===== src/rtl/cv32e40x_xif_aes_buf_if.sv =====
// eXtension-interface bundle: issue, commit and result channels between core and coprocessor.
// The coproc_* modports face the coprocessor and the cpu_* modports face the core.
interface if_xif #(
    parameter int X_ID_WIDTH  = 4,
    parameter int X_RFR_WIDTH = 32
);
    logic                   issue_valid;
    logic                   issue_ready;
    logic [31:0]            issue_req_instr;
    logic [X_RFR_WIDTH-1:0] issue_req_rs [2];
    logic [1:0]             issue_req_rs_valid;
    logic [X_ID_WIDTH-1:0]  issue_req_id;
    logic                   issue_resp_accept;
    logic                   issue_resp_writeback;
    logic                   issue_resp_dualwrite;
    logic                   issue_resp_dualread;
    logic                   issue_resp_loadstore;
    logic                   issue_resp_ecswrite;
    logic                   issue_resp_exc;

    logic                   commit_valid;
    logic [X_ID_WIDTH-1:0]  commit_id;
    logic                   commit_kill;

    logic                   result_valid;
    logic                   result_ready;
    logic [X_ID_WIDTH-1:0]  result_id;
    logic [X_RFR_WIDTH-1:0] result_data;
    logic [4:0]             result_rd;
    logic                   result_we;

    modport coproc_issue (
        input  issue_valid, issue_req_instr, issue_req_rs, issue_req_rs_valid, issue_req_id,
        output issue_ready, issue_resp_accept, issue_resp_writeback, issue_resp_dualwrite,
               issue_resp_dualread, issue_resp_loadstore, issue_resp_ecswrite, issue_resp_exc
    );
    modport cpu_issue (
        output issue_valid, issue_req_instr, issue_req_rs, issue_req_rs_valid, issue_req_id,
        input  issue_ready, issue_resp_accept, issue_resp_writeback, issue_resp_dualwrite,
               issue_resp_dualread, issue_resp_loadstore, issue_resp_ecswrite, issue_resp_exc
    );
    modport coproc_commit (input  commit_valid, commit_id, commit_kill);
    modport cpu_commit    (output commit_valid, commit_id, commit_kill);
    modport coproc_result (
        output result_valid, result_id, result_data, result_rd, result_we,
        input  result_ready
    );
    modport cpu_result (
        input  result_valid, result_id, result_data, result_rd, result_we,
        output result_ready
    );
endinterface


===== src/rtl/cv32e40x_xif_aes_buf.sv =====
// Multi-outstanding AES32 (saes32) XIF coprocessor: results are computed at accept time,
// parked in a DEPTH-entry ring with per-entry commit/kill state and retired in issue order.
module cv32e40x_xif_aes_buf #(
    parameter int X_ID_WIDTH  = 4,
    parameter int X_RFR_WIDTH = 32,
    parameter int DEPTH       = 4,
    parameter bit SAES_DEC_EN = 1'b1
) (
    input  logic              clk_i,
    input  logic              rst,
    if_xif.coproc_issue       xif_issue,
    if_xif.coproc_commit      xif_commit,
    if_xif.coproc_result      xif_result
);
    localparam int PTR_W = $clog2(DEPTH);
    localparam int CNT_W = PTR_W + 1;

    localparam logic [6:0] OPC_AES32 = 7'b0110011;
    localparam logic [4:0] F_ESI     = 5'b10001;
    localparam logic [4:0] F_ESMI    = 5'b10011;
    localparam logic [4:0] F_DSI     = 5'b10101;
    localparam logic [4:0] F_DSMI    = 5'b10111;

    typedef enum logic [1:0] {ST_FREE, ST_ISSUED, ST_COMMITTED, ST_KILLED} entry_state_e;

    function automatic logic [7:0] xtime(input logic [7:0] a);
        return {a[6:0], 1'b0} ^ (a[7] ? 8'h1B : 8'h00);
    endfunction

    function automatic logic [7:0] gf_mul(input logic [7:0] a, input logic [7:0] b);
        logic [7:0] p = 8'h00;
        logic [7:0] t = a;
        for (int i = 0; i < 8; i++) begin
            if (b[i]) p = p ^ t;
            t = xtime(t);
        end
        return p;
    endfunction

    // Multiplicative inverse as x^254 (x^2 * x^4 * ... * x^128); maps 0 to 0 as AES requires.
    function automatic logic [7:0] gf_inv(input logic [7:0] x);
        logic [7:0] sq = x;
        logic [7:0] r  = 8'h01;
        for (int i = 1; i < 8; i++) begin
            sq = gf_mul(sq, sq);
            r  = gf_mul(r, sq);
        end
        return r;
    endfunction

    function automatic logic [7:0] sbox(input logic [7:0] x);
        logic [7:0] a;
        a = gf_inv(x);
        return a ^ {a[6:0], a[7]} ^ {a[5:0], a[7:6]} ^ {a[4:0], a[7:5]} ^ {a[3:0], a[7:4]} ^ 8'h63;
    endfunction

    function automatic logic [7:0] inv_sbox(input logic [7:0] x);
        return gf_inv({x[6:0], x[7]} ^ {x[4:0], x[7:5]} ^ {x[1:0], x[7:2]} ^ 8'h05);
    endfunction

    entry_state_e             r_state [DEPTH];
    logic [X_ID_WIDTH-1:0]    r_id    [DEPTH];
    logic [4:0]               r_rd    [DEPTH];
    logic [X_RFR_WIDTH-1:0]   r_data  [DEPTH];
    logic [PTR_W-1:0]         r_head;
    logic [PTR_W-1:0]         r_tail;
    logic [CNT_W-1:0]         r_count;

    logic                     w_esi, w_esmi, w_dsi, w_dsmi, w_ours;
    logic                     w_full, w_ready, w_accept;
    logic [X_RFR_WIDTH-1:0]   w_dp_rs1, w_dp_rs2, w_result, w_mix, w_rot;
    logic [1:0]               w_dp_bs;
    logic [3:0]               w_dp_op;
    logic [7:0]               w_byte, w_fwd, w_inv;
    entry_state_e             w_new_state, w_head_state;
    logic                     w_head_valid, w_pop;
    logic                     w_unused_instr;

    assign w_esi  = xif_issue.issue_req_instr[29:25] == F_ESI;
    assign w_esmi = xif_issue.issue_req_instr[29:25] == F_ESMI;
    assign w_dsi  = SAES_DEC_EN && (xif_issue.issue_req_instr[29:25] == F_DSI);
    assign w_dsmi = SAES_DEC_EN && (xif_issue.issue_req_instr[29:25] == F_DSMI);
    assign w_ours = (xif_issue.issue_req_instr[6:0] == OPC_AES32) && (w_esi || w_esmi || w_dsi || w_dsmi);
    assign w_unused_instr = ^xif_issue.issue_req_instr[24:12];

    assign w_full   = (r_count == CNT_W'(DEPTH));
    assign w_ready  = !rst && !w_full && (!w_ours || xif_issue.issue_req_rs_valid == 2'b11);
    assign w_accept = xif_issue.issue_valid && w_ready && w_ours;

    assign xif_issue.issue_ready          = w_ready;
    assign xif_issue.issue_resp_accept    = w_accept;
    assign xif_issue.issue_resp_writeback = w_accept;
    assign xif_issue.issue_resp_dualwrite = 1'b0;
    assign xif_issue.issue_resp_dualread  = 1'b0;
    assign xif_issue.issue_resp_loadstore = 1'b0;
    assign xif_issue.issue_resp_ecswrite  = 1'b0;
    assign xif_issue.issue_resp_exc       = 1'b0;

    // Operands are held at zero unless accepting so the S-box cone does not toggle on idle cycles.
    assign w_dp_rs1 = w_accept ? xif_issue.issue_req_rs[0] : '0;
    assign w_dp_rs2 = w_accept ? xif_issue.issue_req_rs[1] : '0;
    assign w_dp_bs  = w_accept ? xif_issue.issue_req_instr[31:30] : 2'b00;
    assign w_dp_op  = w_accept ? {w_dsmi, w_dsi, w_esmi, w_esi} : 4'b0000;

    // NOTE: every signal written in an always_comb gets a default first so no latch is inferred.
    always_comb begin
        w_byte = 8'h00;
        w_mix  = '0;
        w_rot  = '0;
        case (w_dp_bs)
            2'd0: w_byte = w_dp_rs2[7:0];
            2'd1: w_byte = w_dp_rs2[15:8];
            2'd2: w_byte = w_dp_rs2[23:16];
            default: w_byte = w_dp_rs2[31:24];
        endcase
        w_fwd = sbox(w_byte);
        w_inv = inv_sbox(w_byte);
        case (w_dp_op)
            4'b0001: w_mix = {24'h0, w_fwd};
            4'b0010: w_mix = {gf_mul(w_fwd, 8'h03), w_fwd, w_fwd, xtime(w_fwd)};
            4'b0100: w_mix = {24'h0, w_inv};
            4'b1000: w_mix = {gf_mul(w_inv, 8'h0B), gf_mul(w_inv, 8'h0D),
                              gf_mul(w_inv, 8'h09), gf_mul(w_inv, 8'h0E)};
            default: w_mix = '0;
        endcase
        case (w_dp_bs)
            2'd0: w_rot = w_mix;
            2'd1: w_rot = {w_mix[23:0], w_mix[31:24]};
            2'd2: w_rot = {w_mix[15:0], w_mix[31:16]};
            default: w_rot = {w_mix[7:0], w_mix[31:8]};
        endcase
        w_result = w_dp_rs1 ^ w_rot;
    end

    // A commit for the id being accepted this cycle lands on the new entry directly.
    always_comb begin
        w_new_state = ST_ISSUED;
        if (xif_commit.commit_valid && xif_commit.commit_id == xif_issue.issue_req_id)
            w_new_state = xif_commit.commit_kill ? ST_KILLED : ST_COMMITTED;
    end

    assign w_head_state = r_state[r_head];
    assign w_head_valid = !rst && (w_head_state == ST_COMMITTED);
    assign w_pop        = (w_head_valid && xif_result.result_ready) || (w_head_state == ST_KILLED);

    assign xif_result.result_valid = w_head_valid;
    assign xif_result.result_id    = w_head_valid ? r_id[r_head]   : '0;
    assign xif_result.result_data  = w_head_valid ? r_data[r_head] : '0;
    assign xif_result.result_rd    = w_head_valid ? r_rd[r_head]   : 5'd0;
    assign xif_result.result_we    = 1'b1;

    // NOTE: only the entry states are reset; id/rd/data are don't-care while FREE and stay reset-free.
    always_ff @(posedge clk_i) begin
        if (rst) begin
            for (int i = 0; i < DEPTH; i++) r_state[i] <= ST_FREE;
            r_head  <= '0;
            r_tail  <= '0;
            r_count <= '0;
        end else begin
            // NOTE: state updates use non-blocking assignments; later writes below win on the same entry.
            for (int i = 0; i < DEPTH; i++) begin
                if (xif_commit.commit_valid && r_state[i] == ST_ISSUED && r_id[i] == xif_commit.commit_id)
                    r_state[i] <= xif_commit.commit_kill ? ST_KILLED : ST_COMMITTED;
            end
            if (w_pop) begin
                r_state[r_head] <= ST_FREE;
                r_head          <= r_head + 1'b1;
            end
            if (w_accept) begin
                r_state[r_tail] <= w_new_state;
                r_id[r_tail]    <= xif_issue.issue_req_id;
                r_rd[r_tail]    <= xif_issue.issue_req_instr[11:7];
                r_data[r_tail]  <= w_result;
                r_tail          <= r_tail + 1'b1;
            end
            if (w_accept && !w_pop)
                r_count <= r_count + 1'b1;
            else if (!w_accept && w_pop)
                r_count <= r_count - 1'b1;
        end
    end
endmodule


===== src/flat_wrapper.sv =====
// flat-port wrapper written by rule: the top's interface ports become plain ports
module cv32e40x_xif_aes_buf_flat 
#(
    parameter int X_ID_WIDTH  = 4,
    parameter int X_RFR_WIDTH = 32,
    parameter int DEPTH       = 4,
    parameter bit SAES_DEC_EN = 1'b1
)
  (clk_i, rst, xif_issue_issue_valid, xif_issue_issue_req_instr, xif_issue_issue_req_rs, xif_issue_issue_req_rs_valid, xif_issue_issue_req_id, xif_issue_issue_ready, xif_issue_issue_resp_accept, xif_issue_issue_resp_writeback, xif_issue_issue_resp_dualwrite, xif_issue_issue_resp_dualread, xif_issue_issue_resp_loadstore, xif_issue_issue_resp_ecswrite, xif_issue_issue_resp_exc, xif_commit_commit_valid, xif_commit_commit_id, xif_commit_commit_kill, xif_result_result_valid, xif_result_result_id, xif_result_result_data, xif_result_result_rd, xif_result_result_we, xif_result_result_ready);
  if_xif #(.X_ID_WIDTH(X_ID_WIDTH), .X_RFR_WIDTH(X_RFR_WIDTH)) xif_issue_i ();
  if_xif #(.X_ID_WIDTH(X_ID_WIDTH), .X_RFR_WIDTH(X_RFR_WIDTH)) xif_commit_i ();
  if_xif #(.X_ID_WIDTH(X_ID_WIDTH), .X_RFR_WIDTH(X_RFR_WIDTH)) xif_result_i ();
  input  logic clk_i;
  input  logic rst;
  input wire logic [$bits(xif_issue_i.issue_valid)-1:0] xif_issue_issue_valid;
  input wire logic [$bits(xif_issue_i.issue_req_instr)-1:0] xif_issue_issue_req_instr;
  input wire logic [$bits(xif_issue_i.issue_req_rs)-1:0] xif_issue_issue_req_rs;
  input wire logic [$bits(xif_issue_i.issue_req_rs_valid)-1:0] xif_issue_issue_req_rs_valid;
  input wire logic [$bits(xif_issue_i.issue_req_id)-1:0] xif_issue_issue_req_id;
  output wire logic [$bits(xif_issue_i.issue_ready)-1:0] xif_issue_issue_ready;
  output wire logic [$bits(xif_issue_i.issue_resp_accept)-1:0] xif_issue_issue_resp_accept;
  output wire logic [$bits(xif_issue_i.issue_resp_writeback)-1:0] xif_issue_issue_resp_writeback;
  output wire logic [$bits(xif_issue_i.issue_resp_dualwrite)-1:0] xif_issue_issue_resp_dualwrite;
  output wire logic [$bits(xif_issue_i.issue_resp_dualread)-1:0] xif_issue_issue_resp_dualread;
  output wire logic [$bits(xif_issue_i.issue_resp_loadstore)-1:0] xif_issue_issue_resp_loadstore;
  output wire logic [$bits(xif_issue_i.issue_resp_ecswrite)-1:0] xif_issue_issue_resp_ecswrite;
  output wire logic [$bits(xif_issue_i.issue_resp_exc)-1:0] xif_issue_issue_resp_exc;
  input wire logic [$bits(xif_commit_i.commit_valid)-1:0] xif_commit_commit_valid;
  input wire logic [$bits(xif_commit_i.commit_id)-1:0] xif_commit_commit_id;
  input wire logic [$bits(xif_commit_i.commit_kill)-1:0] xif_commit_commit_kill;
  output wire logic [$bits(xif_result_i.result_valid)-1:0] xif_result_result_valid;
  output wire logic [$bits(xif_result_i.result_id)-1:0] xif_result_result_id;
  output wire logic [$bits(xif_result_i.result_data)-1:0] xif_result_result_data;
  output wire logic [$bits(xif_result_i.result_rd)-1:0] xif_result_result_rd;
  output wire logic [$bits(xif_result_i.result_we)-1:0] xif_result_result_we;
  input wire logic [$bits(xif_result_i.result_ready)-1:0] xif_result_result_ready;
  assign xif_issue_i.issue_valid = xif_issue_issue_valid;
  assign xif_issue_i.issue_req_instr = xif_issue_issue_req_instr;
  assign xif_issue_i.issue_req_rs = {>>{xif_issue_issue_req_rs}};
  assign xif_issue_i.issue_req_rs_valid = xif_issue_issue_req_rs_valid;
  assign xif_issue_i.issue_req_id = xif_issue_issue_req_id;
  assign xif_issue_issue_ready = xif_issue_i.issue_ready;
  assign xif_issue_issue_resp_accept = xif_issue_i.issue_resp_accept;
  assign xif_issue_issue_resp_writeback = xif_issue_i.issue_resp_writeback;
  assign xif_issue_issue_resp_dualwrite = xif_issue_i.issue_resp_dualwrite;
  assign xif_issue_issue_resp_dualread = xif_issue_i.issue_resp_dualread;
  assign xif_issue_issue_resp_loadstore = xif_issue_i.issue_resp_loadstore;
  assign xif_issue_issue_resp_ecswrite = xif_issue_i.issue_resp_ecswrite;
  assign xif_issue_issue_resp_exc = xif_issue_i.issue_resp_exc;
  assign xif_commit_i.commit_valid = xif_commit_commit_valid;
  assign xif_commit_i.commit_id = xif_commit_commit_id;
  assign xif_commit_i.commit_kill = xif_commit_commit_kill;
  assign xif_result_result_valid = xif_result_i.result_valid;
  assign xif_result_result_id = xif_result_i.result_id;
  assign xif_result_result_data = xif_result_i.result_data;
  assign xif_result_result_rd = xif_result_i.result_rd;
  assign xif_result_result_we = xif_result_i.result_we;
  assign xif_result_i.result_ready = xif_result_result_ready;
  cv32e40x_xif_aes_buf #(.X_ID_WIDTH(X_ID_WIDTH), .X_RFR_WIDTH(X_RFR_WIDTH), .DEPTH(DEPTH), .SAES_DEC_EN(SAES_DEC_EN)) u_core (.clk_i(clk_i), .rst(rst), .xif_issue(xif_issue_i), .xif_commit(xif_commit_i), .xif_result(xif_result_i));
endmodule

===== config.mk =====
export PLATFORM = sky130hd
export DESIGN_NAME = cv32e40x_xif_aes_buf_flat
export DESIGN_NICKNAME = d
export VERILOG_FILES = /design/src/rtl/cv32e40x_xif_aes_buf_if.sv /design/src/rtl/cv32e40x_xif_aes_buf.sv /design/src/flat_wrapper.sv
export SDC_FILE = /design/constraint.sdc
export NUM_CORES = 2
export LEC_CHECK = 0
export ABC_AREA = 1
export BUFFER_PORTS_ARGS = -buffer_cell sky130_fd_sc_hd__buf_2
export CAP_MARGIN = 0
export CELL_PAD_IN_SITES_DETAIL_PLACEMENT = 1
export CELL_PAD_IN_SITES_GLOBAL_PLACEMENT = 1
export CORE_UTILIZATION = 40
export CTS_BUF_LIST = sky130_fd_sc_hd__clkbuf_16
export DETAILED_ROUTE_END_ITERATION = 12
export PLACE_DENSITY_LB_ADDON = 0.08
export SETUP_SLACK_MARGIN = 0.5
export SLEW_MARGIN = 0
export SYNTH_ARGS = -nofsm -noshare
export SYNTH_HDL_FRONTEND = slang
export SYNTH_SLANG_ARGS = --single-unit
export TNS_END_PERCENT = 10

===== constraint.sdc =====
create_clock -name clk_i -period 34.1 [get_ports clk_i]
set_input_delay 6.82 -clock clk_i [delete_from_list [all_inputs] [get_ports clk_i]]
set_output_delay 6.82 -clock clk_i [all_outputs]
set_load 0.01 [all_outputs]

Yosys cells after proc, flatten, opt, wreduce, memory -nomap -nowiden

Memories as Yosys holds them, arrays and structs flattened. A register that Yosys moved wholly into a read port is not among the register bits.
Index checks and enable logic that the tools add are counted.
Widths: inputs -> output; s select.

ROM bits: 0
Output and inout bits: 51
Bits of input ports: 112
Bits in latches: 0
Bits in registers: 7
Memories: 4
Word-level logic and storage cells: 930
RAM bits: 172

Add/sub/neg operators: 4
Divide/modulo/power cells: 0
Multipliers: 0
Order comparisons: 0
Mux-type cells: 462
Reduce and logical (&&, ||, !) cells: 30
Bitwise gates (word level): 403
Shift-type cells: 0
Equality and inequality tests: 24

Memory list:

| memory         | words | width | read ports | clocked after memory_dff | wr ports | line                       | source |
|---|---|---|---|---|---|---|---|
| u_core.r_data  | 4     | 32    | 1          | 1                        | 1        | cv32e40x_xif_aes_buf.sv:64 | `logic [X_RFR_WIDTH-1:0] r_data [DEPTH];` |
| u_core.r_rd    | 4     | 5     | 1          | 1                        | 1        | cv32e40x_xif_aes_buf.sv:63 | `logic [4:0] r_rd [DEPTH];` |
| u_core.r_id    | 4     | 4     | 5          | 1                        | 1        | cv32e40x_xif_aes_buf.sv:62 | `logic [X_ID_WIDTH-1:0] r_id [DEPTH];` |
| u_core.r_state | 4     | 2     | 5          | 1                        | 6        | cv32e40x_xif_aes_buf.sv:61 | `entry_state_e r_state [DEPTH];` |

Operators by type and width:

| operator            | count |
|---|---|
| $xor 8x8->8         | 382 |
| $mux 8              | 216 |
| $mux 5              | 189 |
| $pmux 32 s4         | 1 |
| $mux 32             | 3 |
| $pmux 32 s3         | 1 |
| $mux 2              | 16 |
| $xor 32x32->32      | 1 |
| $pmux 8 s3          | 1 |
| $mux 1              | 23 |
| $eq 4x4->1          | 5 |
| $eq 5x5->1 const B  | 4 |
| $logic_and 1x1->1   | 18 |
| $mux 4              | 4 |
| $mux 7              | 2 |
| $not 1->1 const A   | 14 |
| $mux 3              | 4 |
| $mux 6              | 2 |
| $eq 2x1->1 const B  | 5 |
| $eq 2x2->1 const B  | 4 |
| $eq 7x6->1 const B  | 1 |
| $logic_not 1->1     | 5 |
| $logic_or 1x1->1    | 5 |
| $add 2x1->2 const B | 2 |
| 12 further kinds    | 15 |

Longest topological paths before layout

Depth in word-level cells: 152
Depth in mapped cells: 153

Worst setup path before layout

Ideal clock, no wire load.

Path type: input to register
Start: in xif_issue_issue_req_instr[6]
End: mem u_core.r_data[0][0] (data pin)
Arrival: 20404 ps
Path slack: 13435 ps
Stages on the path: 124
Path through: inv_1 > nand2_1 > nor2_1 > nand3_1 > nor2_2 > nand4_4 > nor2_4 > buf_6 > nand2_2 > nand2_8 > nand2_1 > nand2_2 > nand2_2 > nand2_2 > inv_2 > buf_2 > ha_1 > inv_1 > [... 88 more ...] > nand2_1 > nand2_1 > nand2_2 > xor2_2 > nand2_1 > nand2_2 > inv_2 > nand2_1 > nand2_1 > nand2_1 > nand3_1 > nand2_2 > nand2_1 > nand3_1 > nand2_1 > nand2_1 > xor2_1 > inv_1

Longest elaborated chain between the ends: 145
Elaborated cells between the ends (all ways): 822
Classes of those cells: eq/ne (7); mux (423); bitwise (385); reduce/logical (7)

Ends and longest elaborated chain:

| what                                  | line                                                    | source |
|---|---|---|
| start: declaration                    | flat_wrapper.sv:16                                      | `input wire logic [$bits(xif_issue_i.issue_req_instr)-1:0] xif_issue_issue_req_instr;` |
| $eq 7x6->1 *                          | cv32e40x_xif_aes_buf.sv:83                              | `assign w_ours = (xif_issue.issue_req_instr[6:0] == OPC_AES32) && (w_esi \|\| w_esmi \|\| w_dsi \|\| w_dsmi);` |
| $logic_and 1x1->1 *                   | cv32e40x_xif_aes_buf.sv:83                              |  |
| $logic_not 1->1                       | cv32e40x_xif_aes_buf.sv:87                              | `assign w_ready = !rst && !w_full && (!w_ours \|\| xif_issue.issue_req_rs_valid == 2'b11);` |
| $logic_or 1x1->1                      | cv32e40x_xif_aes_buf.sv:87                              |  |
| $logic_and 1x1->1                     | cv32e40x_xif_aes_buf.sv:87                              |  |
| $logic_and 1x1->1                     | cv32e40x_xif_aes_buf.sv:88                              | `assign w_accept = xif_issue.issue_valid && w_ready && w_ours;` |
| $logic_and 1x1->1 *                   | cv32e40x_xif_aes_buf.sv:88                              |  |
| $mux 2                                | cv32e40x_xif_aes_buf.sv:102                             | `assign w_dp_bs = w_accept ? xif_issue.issue_req_instr[31:30] : 2'b00;` |
| [... 130 more ...]                    | -                                                       |  |
| $xor 8x8->8 or $mux 8 (tied branches) | cv32e40x_xif_aes_buf.sv:27, cv32e40x_xif_aes_buf.sv:118 |  |
| $xor 8x8->8                           | cv32e40x_xif_aes_buf.sv:34                              | `if (b[i]) p = p ^ t;` |
| $mux 8                                | cv32e40x_xif_aes_buf.sv:118                             | `case (w_dp_op)` |
| $xor 8x8->8                           | cv32e40x_xif_aes_buf.sv:34                              |  |
| $pmux 32 s4                           | cv32e40x_xif_aes_buf.sv:118                             |  |
| $pmux 32 s3                           | cv32e40x_xif_aes_buf.sv:126                             | `case (w_dp_bs)` |
| $xor 32x32->32 *                      | cv32e40x_xif_aes_buf.sv:132                             | `w_result = w_dp_rs1 ^ w_rot;` |
| net u_core.w_result[0]                | cv32e40x_xif_aes_buf.sv:71                              | `logic [X_RFR_WIDTH-1:0] w_dp_rs1, w_dp_rs2, w_result, w_mix, w_rot;` |
| end: declaration                      | cv32e40x_xif_aes_buf.sv:64                              |  |

Mark *: on every way through the listed nets, which the timed path passes. The rest lies on a longest branch. The select of a mux whose other input is x is not followed.

Worst setup path after layout

Start: in xif_issue_issue_req_instr[29]
End: mem u_core.r_data[2][0] (data pin)

Longest elaborated chain between the ends: 148
Elaborated cells between the ends (all ways): 828
Classes of those cells: eq/ne (10); mux (423); bitwise (385); reduce/logical (10)

Ends and longest elaborated chain:

| what                                  | line |
|---|---|
| $eq 5x5->1, on equally long branches  | cv32e40x_xif_aes_buf.sv:79, cv32e40x_xif_aes_buf.sv:80 |
| $logic_or 1x1->1 (3 in a row)         | cv32e40x_xif_aes_buf.sv:83 |
| $logic_and 1x1->1                     | cv32e40x_xif_aes_buf.sv:83 |
| $logic_not 1->1                       | cv32e40x_xif_aes_buf.sv:87 |
| $logic_or 1x1->1                      | cv32e40x_xif_aes_buf.sv:87 |
| $logic_and 1x1->1                     | cv32e40x_xif_aes_buf.sv:87 |
| $logic_and 1x1->1 (2 in a row)        | cv32e40x_xif_aes_buf.sv:88 |
| $mux 2                                | cv32e40x_xif_aes_buf.sv:102 |
| [... 130 more ...]                    | - |
| $xor 8x8->8 or $mux 8 (tied branches) | cv32e40x_xif_aes_buf.sv:27, cv32e40x_xif_aes_buf.sv:118 |
| $xor 8x8->8                           | cv32e40x_xif_aes_buf.sv:34 |
| $mux 8                                | cv32e40x_xif_aes_buf.sv:118 |
| $xor 8x8->8                           | cv32e40x_xif_aes_buf.sv:34 |
| $pmux 32 s4                           | cv32e40x_xif_aes_buf.sv:118 |
| $pmux 32 s3                           | cv32e40x_xif_aes_buf.sv:126 |
| $xor 32x32->32 *                      | cv32e40x_xif_aes_buf.sv:132 |
| net u_core.w_result[0]                | cv32e40x_xif_aes_buf.sv:71 |

Marks and branches as above.

==> out/summary.txt <==
Netlist cell types: 68
commonest non-fill, non-tap cell in the layout: nand2_1
hpwl dp: 143000 um
vias in the first global route: 57300
slowest stage delay, CP: 780 ps
EDFF count, synth: 172
Hold Buf Count CTS: 0
Max-slew headroom: 30.4%
ys async rst share: 0%
Final Max Tran Viols: 0
Tcrit/Tclk final: 78.4%
Achievable Freq: 37.4 MHz
Clock Sink Count: 181
mapped cell area: 47300 um^2
Critical Path Slowest Stage Cell: inv_1
Routed WL: 183000 um
setup bufs post-CTS: 0
I/O pin total: 163
register area: 5350 um^2
Max Cap Viol: 0
Core ar.: 117000 um^2
Initial Util: 40.5%
antenna viol nets, final: 0
Clock Latency Late Sink: 440 ps
Worst-Margin Slew: 1040 ps
Die X: 346 um
Tmin final: 26740 ps
row count: 125
ys flop type: edfxtp_1
initial antenna violation count: 19
multi-input logic area: 36700 um^2
Root Buffer: clkbuf_16
Yosys reg bits: 181
unrepaired setup endpoints after global routing: no
CTS tree: built
CP startpoint kind: input pin
Die ar.: 120000 um^2
syn_area_per_cell: 5.25 um^2
maximum buffer depth of the clock tree: 2
die height: 346 um
post-CTS resize count: 0
Fill cells: 17300
P&R area growth vs syn: 4.59%
outcome: completed
Hold Fails Final Rpt: 0
Crit path required time: 34250 ps
largest net degree at the start of global routing: 89
first-pass GRT wire length: 295000 um
Residual DRC: 0
Layout Skew: 19.9 ps
Avg Vias per Cell: 5.47
Final setup violation count: 0
fraction of layout cells with a size suffix above 1: 8.75%
drt pass-1 iters: 6
Most common cell on crit path: nand2_1
TNS Setup: 0 ps
1st-iter DRT viols: 2983
vias: 57500
most frequent cells in the layout: nand2_1, nand3_1, inv_1
CTS H-Tree Depth: 4
Post-Syn Instances: 9020
Inserted Clock Buffers: 17
layout net count: 9120
Worst-path clk slew: 80 ps
crit path capture type: register
wire per inst: 17.4 um
Worst Path Arrival: 26890 ps
Crit Path Class: in2reg
port bufs: 143
worst hold path type: reg2reg
Seq/Total Area, Yosys: 11.3%
synth warn: 0
Tot GR Track Use: 29.5%
CP max FO: 25
GPL Wtd Cong: 0.940
grt ovf: 0
layout make-up:
| cell class | count | area share [%] |
|---|---|---|
| flip-flops and latches | 181 | 10.8 |
| clock buffers | 17 | 0.859 |
| diodes | 7 | 0.0354 |
| well taps | 1524 | 3.85 |
| clock inverters | 15 | 0.275 |
| inverters | 1077 | 8.21 |
| multi-input cells | 7536 | 74.1 |
| repair buffers | 172 | 1.89 |
cells by family (layout without fill, tap and decap cells):
family,count (synthesis),after routing,share of synthesized area [%]
buffers and inverters,1307,1281,11.4
other,2,13,0.0159
adders and majority gates,23,23,0.624
muxes,1,1,0.0238
DFF,181,181,11.3
xor gates and xnor gates,607,607,12.3
and+or+nand+nor,6435,6435,59.0
AOI/OAI and AO/OA,464,464,5.48
flip-flops by register name, summed over array words and instances (netlist names), named ones only:
name,cells
u_core.r_id,16
u_core.r_rd,20
u_core.r_tail,2
u_core.r_data,128
u_core.r_state,8
u_core.r_head,2
u_core.r_count,3
worst max-delay path, delay by kind of cell:
family	cells	cell delay (ps)
AO/OA/AOI/OAI	1	120
XOR/XNOR	8	2490
adder cells (fa/ha/maj)	2	870
buffers and inverters	20	4140
AND/OR/NAND/NOR	82	12330
path summary, 6_finish.rpt:
kind                                                    start             endpoint  slack, ps  depth (start not counted)
worst max-delay path            xif_issue_issue_req_instr[29]  u_core.r_data[2][0]       7360                        113
worst min-delay path                        u_core.r_count[2]    u_core.r_count[2]        480                          2
worst max register to register              u_core.r_count[0]  u_core.r_data[2][0]      13690                        112
worst min register to register              u_core.r_count[2]    u_core.r_count[2]        480                          2
cells in the mapped netlist (22+ instances only):
library cell / instances / area share, %
nor2_1: 699 / 5.5
clkbuf_1: 63 / 0.50
edfxtp_1: 172 / 11
o21ai_0: 176 / 1.9
xnor2_1: 178 / 3.3
nand2_1: 3799 / 30
inv_2: 156 / 1.2
ha_1: 22 / 0.58
o21ai_1: 78 / 0.82
or2_1: 37 / 0.49
buf_4: 47 / 0.75
nand2_4: 32 / 0.76
nand3_2: 33 / 0.70
o21bai_1: 31 / 0.49
buf_6: 22 / 0.52
inv_1: 902 / 7.2
o211ai_1: 25 / 0.40
nand3b_1: 113 / 1.8
xor2_1: 383 / 7.1
nand2_2: 252 / 3.3
nand4_1: 130 / 1.7
buf_2: 83 / 0.88
a21oi_1: 103 / 1.1
nand3_1: 1280 / 14
routing by layer:
layer  track usage, %  vias to the layer above  share of wire (%)
met4             6.77                       16                1.9
li1                 -                    28300                  -
met3             2.98                      212                4.3
met2             52.8                     1116                 48
met1             37.9                    27900                 45
met5                0                        -              0.063
stage by stage:
step	setup WS, ps	cell area [um^2]	std cells	util (%)	hold slack [ps]
after floorplan	13430	47400	9024	-	453
after global placement	7760	48900	10500	41.9	465
after detailed placement	7210	48900	10500	41.9	475
after CTS	7610	49500	10500	42.4	487
after global routing	5620	49500	10500	42.4	519
final	7360	49500	10500	42.4	483
Power is left out: the tool's default activity adds up to more than one toggle a clock period on the data nets, which glitch-free logic cannot reach.
